### config.mk
export PLATFORM = sky130hd
export DESIGN_NAME = i2c_enable_seq
export DESIGN_NICKNAME = d
export VERILOG_FILES = /design/src/rtl/i2c_enable_seq.sv
export SDC_FILE = /design/constraint.sdc
export NUM_CORES = 1
export LEC_CHECK = 0
export ABC_AREA = 1
export CAP_MARGIN = 40
export CELL_PAD_IN_SITES_DETAIL_PLACEMENT = 0
export CELL_PAD_IN_SITES_GLOBAL_PLACEMENT = 1
export CORE_UTILIZATION = 35
export CTS_CLUSTER_SIZE = 24
export DETAILED_ROUTE_END_ITERATION = 12
export GPL_TIMING_DRIVEN = 0
export PLACE_DENSITY = 0.95
export REMOVE_ABC_BUFFERS = 1
export SETUP_SLACK_MARGIN = 0.4
export SLEW_MARGIN = 20
export SYNTH_ARGS = -nofsm -noshare
export SYNTH_HDL_FRONTEND = slang
export SYNTH_SLANG_ARGS = --single-unit
### constraint.sdc
create_clock -name apb_clk -period 3.82 [get_ports apb_clk]
set_input_delay 0.764 -clock apb_clk [delete_from_list [all_inputs] [get_ports apb_clk]]
set_output_delay 0.764 -clock apb_clk [all_outputs]
set_load 0.1 [all_outputs]
### src/rtl/i2c_enable_seq.sv
// i2c_enable_seq: drives an APB master that writes IC_ENABLE, then polls
// IC_ENABLE_STATUS until bit0 matches the requested value. The sequence can
// time out, be aborted or fail on a slave error, and it reports the outcome
// with a one-cycle done pulse and a held status code.
module i2c_enable_seq #(
  parameter int unsigned           ADDR_W      = 8,
  parameter logic [ADDR_W-1:0]     ENABLE_ADDR = 8'h6C,
  parameter logic [ADDR_W-1:0]     STATUS_ADDR = 8'h9C,
  parameter int unsigned           POLL_MAX    = 16,
  parameter int unsigned           POLL_GAP    = 4
) (
  input  logic              apb_clk,
  input  logic              apb_rstn,
  input  logic              req_valid,
  input  logic              req_enable,
  output logic              req_ready,
  input  logic              abort,
  output logic              done,
  output logic [1:0]        status,
  output logic [ADDR_W-1:0] paddr,
  output logic              psel,
  output logic              penable,
  output logic              pwrite,
  output logic [31:0]       pwdata,
  input  logic [31:0]       prdata,
  input  logic              pready,
  input  logic              pslverr
);

  typedef enum logic [2:0] {
    IDLE,
    WR_SETUP,
    WR_ACCESS,
    RD_SETUP,
    RD_ACCESS,
    GAP,
    DONE
  } state_e;

  typedef enum logic [1:0] {
    ST_OK      = 2'b00,
    ST_TIMEOUT = 2'b01,
    ST_ABORTED = 2'b10,
    ST_SLVERR  = 2'b11
  } result_e;

  // Last GAP count value; unused when POLL_GAP is 0 since GAP is skipped.
  localparam logic [7:0]  GAP_LAST   = (POLL_GAP == 0) ? 8'd0 : 8'(POLL_GAP - 1);
  localparam logic [15:0] POLL_LIMIT = 16'(POLL_MAX);

  state_e             state_q, state_d;
  logic               tgt_q, tgt_d;
  logic [15:0]        poll_cnt_q, poll_cnt_d;
  logic [7:0]         gap_cnt_q, gap_cnt_d;
  logic               abort_pend_q, abort_pend_d;
  logic [1:0]         status_q, status_d;
  logic               done_q, done_d;
  logic               psel_q, psel_d;
  logic               penable_q, penable_d;
  logic               pwrite_q, pwrite_d;
  logic [ADDR_W-1:0]  paddr_q, paddr_d;
  logic [31:0]        pwdata_q, pwdata_d;

  logic               abort_now;
  logic [15:0]        poll_inc;
  logic               unused_prdata;

  // Only bit0 of the status register matters.
  assign unused_prdata = ^prdata[31:1];

  // An abort seen in this cycle counts the same as one latched earlier.
  assign abort_now = abort_pend_q | abort;

  // Saturating increment keeps the poll counter from wrapping.
  assign poll_inc = (poll_cnt_q == 16'hFFFF) ? poll_cnt_q : poll_cnt_q + 16'd1;

  // Next-state and result logic of the enable/poll sequence.
  always_comb begin
    // NOTE: every variable gets a default first, so no path can infer a latch.
    state_d      = state_q;
    tgt_d        = tgt_q;
    poll_cnt_d   = poll_cnt_q;
    gap_cnt_d    = gap_cnt_q;
    abort_pend_d = abort_pend_q;
    status_d     = status_q;

    unique case (state_q)
      IDLE: begin
        if (req_valid) begin
          tgt_d        = req_enable;
          poll_cnt_d   = 16'd0;
          gap_cnt_d    = 8'd0;
          abort_pend_d = 1'b0;
          state_d      = WR_SETUP;
        end
      end

      WR_SETUP: begin
        abort_pend_d = abort_now;
        state_d      = WR_ACCESS;
      end

      WR_ACCESS: begin
        abort_pend_d = abort_now;
        if (pready) begin
          if (pslverr) begin
            status_d = ST_SLVERR;
            state_d  = DONE;
          end else if (abort_now) begin
            status_d = ST_ABORTED;
            state_d  = DONE;
          end else begin
            state_d  = RD_SETUP;
          end
        end
      end

      RD_SETUP: begin
        abort_pend_d = abort_now;
        state_d      = RD_ACCESS;
      end

      RD_ACCESS: begin
        abort_pend_d = abort_now;
        if (pready) begin
          poll_cnt_d = poll_inc;
          if (pslverr) begin
            status_d = ST_SLVERR;
            state_d  = DONE;
          end else if (abort_now) begin
            status_d = ST_ABORTED;
            state_d  = DONE;
          end else if (prdata[0] == tgt_q) begin
            // A match on the last permitted read still counts as success.
            status_d = ST_OK;
            state_d  = DONE;
          end else if (poll_inc >= POLL_LIMIT) begin
            status_d = ST_TIMEOUT;
            state_d  = DONE;
          end else if (POLL_GAP == 0) begin
            state_d  = RD_SETUP;
          end else begin
            gap_cnt_d = 8'd0;
            state_d   = GAP;
          end
        end
      end

      GAP: begin
        if (abort) begin
          status_d = ST_ABORTED;
          state_d  = DONE;
        end else if (gap_cnt_q == GAP_LAST) begin
          state_d  = RD_SETUP;
        end else begin
          gap_cnt_d = gap_cnt_q + 8'd1;
        end
      end

      DONE: begin
        abort_pend_d = 1'b0;
        state_d      = IDLE;
      end

      default: state_d = IDLE;
    endcase
  end

  // APB and handshake outputs, decoded from the upcoming state so they are
  // registered and line up with the state they belong to.
  always_comb begin
    psel_d    = (state_d == WR_SETUP) || (state_d == WR_ACCESS) ||
                (state_d == RD_SETUP) || (state_d == RD_ACCESS);
    penable_d = (state_d == WR_ACCESS) || (state_d == RD_ACCESS);
    done_d    = (state_d == DONE);
    paddr_d   = paddr_q;
    pwrite_d  = pwrite_q;
    pwdata_d  = pwdata_q;

    if (state_d == WR_SETUP) begin
      paddr_d  = ENABLE_ADDR;
      pwrite_d = 1'b1;
      pwdata_d = {31'b0, tgt_d};
    end else if (state_d == RD_SETUP) begin
      paddr_d  = STATUS_ADDR;
      pwrite_d = 1'b0;
    end
  end

  // State and output registers; reset drops psel at once, mid-transfer too.
  always_ff @(posedge apb_clk or posedge apb_rstn) begin
    // NOTE: sequential state uses non-blocking assignments so every flop
    // samples the pre-edge values of the others.
    if (apb_rstn) begin
      state_q      <= IDLE;
      tgt_q        <= 1'b0;
      poll_cnt_q   <= 16'd0;
      gap_cnt_q    <= 8'd0;
      abort_pend_q <= 1'b0;
      status_q     <= ST_OK;
      done_q       <= 1'b0;
      psel_q       <= 1'b0;
      penable_q    <= 1'b0;
      pwrite_q     <= 1'b0;
      paddr_q      <= '0;
      pwdata_q     <= 32'd0;
    end else begin
      state_q      <= state_d;
      tgt_q        <= tgt_d;
      poll_cnt_q   <= poll_cnt_d;
      gap_cnt_q    <= gap_cnt_d;
      abort_pend_q <= abort_pend_d;
      status_q     <= status_d;
      done_q       <= done_d;
      psel_q       <= psel_d;
      penable_q    <= penable_d;
      pwrite_q     <= pwrite_d;
      paddr_q      <= paddr_d;
      pwdata_q     <= pwdata_d;
    end
  end

  // Ready only while idle and out of reset, so it rises the cycle reset ends.
  assign req_ready = (state_q == IDLE) && !apb_rstn;
  assign done      = done_q;
  assign status    = status_q;
  assign psel      = psel_q;
  assign penable   = penable_q;
  assign pwrite    = pwrite_q;
  assign paddr     = paddr_q;
  assign pwdata    = pwdata_q;

endmodule

**After elaboration in Yosys (flattened, before gate mapping)**

Index checks and enable logic that the tools add are counted.

- Word-level logic and storage cells: 102
- ROM bits: 0
- Output and inout port bits: 47
- Bits in latches: 0
- Memory bits (writable): 0
- Memories: 0
- Flip-flop bits (word level): 44
- Input bits: 39

- Shift operators: 0
- Reductions and logical operators: 17
- Add/sub/neg operators: 2
- Multiply operators: 0
- $lt $le $gt $ge: 1
- Bitwise gates (word level): 1
- Mux-type cells: 43
- Divide/modulo/power cells: 0
- Equality and inequality tests: 26

Operator list:

| cell | count |
|---|---|
| 2-to-1 mux 8 bit | 10 |
| 2-to-1 mux 16 bit | 3 |
| case mux 16 bit (2 select lines) | 1 |
| 2-to-1 mux 2 bit | 13 |
| case mux 8 bit (3 select lines) | 1 |
| 2-to-1 mux 3 bit | 7 |
| inequality test 2 bit (second input constant) | 10 |
| case mux 3 bit (6 select lines) | 1 |
| adder 16 x 1 -> 16 bit (second input constant) | 1 |
| == test 16 bit (second input constant) | 1 |
| >= comparator 16 x 5 -> 1 bit (second input constant) | 1 |
| == test 3 bit (second input constant) | 5 |
| == test 3 x 2 -> 1 bit (second input constant) | 4 |
| AND reduction 9 bit | 1 |
| nonzero test 3 bit | 3 |
| adder 8 x 1 -> 8 bit (second input constant) | 1 |
| == test 8 x 2 -> 1 bit (second input constant) | 1 |
| == test 3 x 1 -> 1 bit (second input constant) | 2 |
| case mux 2 bit (3 select lines) | 1 |
| AND reduction 6 bit | 1 |
| 2-to-1 mux 1 bit | 5 |
| inequality test 5 bit (second input constant) | 1 |
| logical OR 1 bit | 4 |
| nonzero test 2 bit | 2 |
| other kinds (10) | 10 |

**Logic depth before layout (Yosys ltp)**

- Word-level depth: 13
- Mapped depth: 17
- Gate-level depth less buffers: 17

**Worst setup path before layout**

OpenSTA, ideal clock, no wires.

- Path kind: input -> output
- Start point: input port apb_rstn
- End point: output port req_ready
- Required time: 3.056 ns
- Slack: 1.039 ns
- Stages: 1
- Buffers on the path: 0
- Arrival time: 2.017 ns
- Cells stage by stage: nor2_1

- Cells in the longest elaborated chain, start to end: 2

RTL lines:

| element | RTL line | RTL |
|---|---|---|
| start: declaration | 13 | `input logic apb_rstn,` |
| zero test 1 bit | 224 | `assign req_ready = (state_q == IDLE) && !apb_rstn;` |
| logical AND 1 bit | 224 |  |
| end: declaration | 16 | `output logic req_ready,` |

Every way passes these cells.

**Worst setup path in the final report**

Same ends and word-level chain as after synthesis.

==> results.json <==
{
  "cts-buffers-inserted": 5,
  "path_depth": 4,
  "clock_sinks": 38,
  "detailedPlace.worstSlack_ps": 600.6,
  "clock-root-buffer": "clkbuf_8",
  "setup_violations": 0,
  "fp.coreArea_um2": 7331,
  "fin_crit_sh_pct": 74.39,
  "cp_num_buf_inv": 3,
  "port-buffer-count": 21,
  "p_per_area_nw_per_um2": 745.1,
  "synthCells": 379,
  "yosysSeqAreaShare_pct": 35.61,
  "wl_per_cell_um": 11.78,
  "ir_drop_v": 0.0008422,
  "place_congestion": 0.8574,
  "num_vias": 2445,
  "report.final.slew_viol_count": 0,
  "cp_max_fo": 2,
  "rsz0062_at_grt": "false",
  "routed_via_density": 4.738,
  "clock_latency_ps": 300,
  "grt_usage_pct": 16.56,
  "rows": 31,
  "cts_setup_buffers": 0,
  "critPathTopFamily": "buffers and inverters",
  "initial_core_util_pct": 36.42,
  "hold_viol": 0,
  "h-tree-depth": 2,
  "status": "finished clean",
  "cpPeakStageDelay_ps": 540,
  "start_kind": "primary input",
  "crit_slowest_cell": "clkdlybuf4s50_1",
  "clockBufferDepth": 2,
  "holdWs_ps": 494.9,
  "syn_area_um2": 2670,
  "die_height_um": 89.34,
  "routed_wl_um": 6076,
  "path_cells": "clkdlybuf4s50_1 -> nor2_1 -> clkdlybuf4s50_1 -> buf_8",
  "grt_first_pass_wirelength_um": 10160,
  "cts_tree": "done",
  "fin_crit_ps": 2842,
  "path_class": "in2out",
  "holdPathStages": 2,
  "crit_path_frequent_cell": "clkdlybuf4s50_1",
  "arrival_ps": 2080,
  "tns_ps": 0,
  "hold_class": "reg2reg",
  "cap_violations": 0,
  "layout.nets": 457,
  "grt_overflow": 0,
  "drive_above_1_share_pct": 11.51,
  "clk_pin_slew_ps": 70,
  "p_leak_nw": 1.592,
  "drt_first_iter_violations": 122,
  "cts_resized": 0,
  "n_antenna_cell": 0,
  "first_global_vias": 2264,
  "ff2ff_path_depth": 13,
  "antenna_left": 0,
  "die_w_um": 89.34,
  "ioPinCount": 86,
  "clock_skew_ps": 5.566,
  "die_area_um2": 7982,
  "ys_ff_latch": 38,
  "synth_cell_type_count": 32,
  "dr.pass1.iters": 4,
  "setup_ws_ps": 978.5,
  "drc": 0,
  "grt_antenna_before_repair": 0,
  "area_growth_pct": 19.54,
  "ys_warn_count": 0,
  "clock.fmax_mhz": 351.9,
  "hold_buffers": 0,
  "dp_hpwl_um": 4656,
  "grt_max_degree": 23,
  "cp.required_ps": 3060,
  "avgSynthCellArea_um2": 7.045,
  "cp-end-kind": "output port"
}
[per-layer routing]
layer  global-route usage (%)  vias to the layer above  part of all wire [%]
met4                    4.906                        0                   1.8
met2                    27.34                       88                    47
met1                    21.55                     1123                    46
met5                        0                        -                     0
li1                         -                     1224                     -
met3                    3.970                       10                   4.8
[Yosys cell counts (all sizes together)]
library cell | instances | share of area, %
nand2 | 107 | 16
nor2 | 52 | 9.1
inv | 43 | 6.0
nand3 | 43 | 8.7
buf | 38 | 11
dfrtp | 38 | 36
o21ai | 18 | 3.4
nand4 | 9 | 2.1
xor2 | 7 | 2.3
a21oi | 5 | 1.1
nor3 | 3 | 0.56
a2111oi | 2 | 0.66
a211oi | 2 | 0.56
ha | 2 | 0.94
o22ai | 2 | 0.47
xnor2 | 2 | 0.66
a21o | 1 | 0.28
a31oi | 1 | 0.23
a32oi | 1 | 0.33
clkbuf | 1 | 0.14
conb | 1 | 0.14
nor4 | 1 | 0.23
[state kept, by name, summed over array words and instances (netlist names)]
name	cells
status	2
poll_cnt_q	16
gap_cnt_q	8
pwdata	1
psel	1
paddr	3
tgt_q	1
state_q	3
abort_pend_q	1
penable	1
done	1
[power by group]
group	leakage [nW]	total [mW]	switching, mW	internal, mW
registers	0.500	0.567	0.0753	0.492
clock network	0.0579	0.345	0.153	0.192
logic	1.03	1.47	1.04	0.422
total	1.59	2.38	1.27	1.11
[tightest hold or removal path: stages, from the launching register on]
cell,delay [ps]
dfrtp_1,350
nand2_1,50
o21ai_0,60
[worst paths after layout]
| check | start | end | slack (ps) |
|---|---|---|---|
| max in group asynchronous | apb_rstn | poll_cnt_q[2] | 2560 |
| min in group asynchronous | apb_rstn | gap_cnt_q[2] | 810 |
| worst max register to register | state_q[1] | poll_cnt_q[2] | 1430 |
| worst min register to register | status[0] | status[0] | 490 |
| worst min-delay path | status[0] | status[0] | 490 |
| worst max-delay path | apb_rstn | req_ready | 980 |
[final cells by class]
cell class | count | area (um^2)
Clock buffer | 5 | 68.82
Clock inverter | 3 | 40.04
Fill cell | 733 | 4139
Inverter | 43 | 161.4
Multi-Input combinational cell | 291 | 1391
Sequential cell | 38 | 950.9
Tap cell | 99 | 123.9
Timing Repair Buffer | 37 | 455.4
[cell usage in the layout (no fill, tap or decap), types with 2 or more instances in the layout]
cell type / n
nor3_1: 3
a2111oi_0: 2
o22ai_1: 2
nand2_2: 6
nand2_1: 100
a21oi_1: 4
nand4_1: 9
xnor2_1: 2
a211oi_1: 2
nor2_2: 7
clkinv_2: 2
dfrtp_1: 38
inv_1: 40
clkbuf_8: 5
nand3_1: 41
nor2_1: 41
buf_8: 14
inv_2: 3
conb_1: 33
xor2_1: 7
ha_1: 2
nor2_4: 4
clkdlybuf4s50_1: 21
o21ai_0: 17
[logic make-up (layout without fill, tap and decap cells)]
kind of cell,Yosys count,after routing,synth area share (%)
and+or+nand+nor,215,215,36.60
buffers and inverters,82,88,16.78
DFF,38,38,35.61
AOI/OAI and AO/OA,32,32,6.982
xor gates and xnor gates,9,9,2.952
adders and majority gates,2,2,0.9371
other,1,33,0.1404
[per-stage QoR]
stage	power (mW)	utilization [%]	instances	instance area (um^2)
after floorplan	1.559	-	372	2504
after global placement	1.804	38.71	492	2838
after detailed placement	2.037	41.95	507	3075
after CTS	2.385	43.44	515	3184
after global routing	2.500	43.54	516	3192
final	2.378	43.54	516	3192
Note: power is estimated with default switching activity, not from simulation.
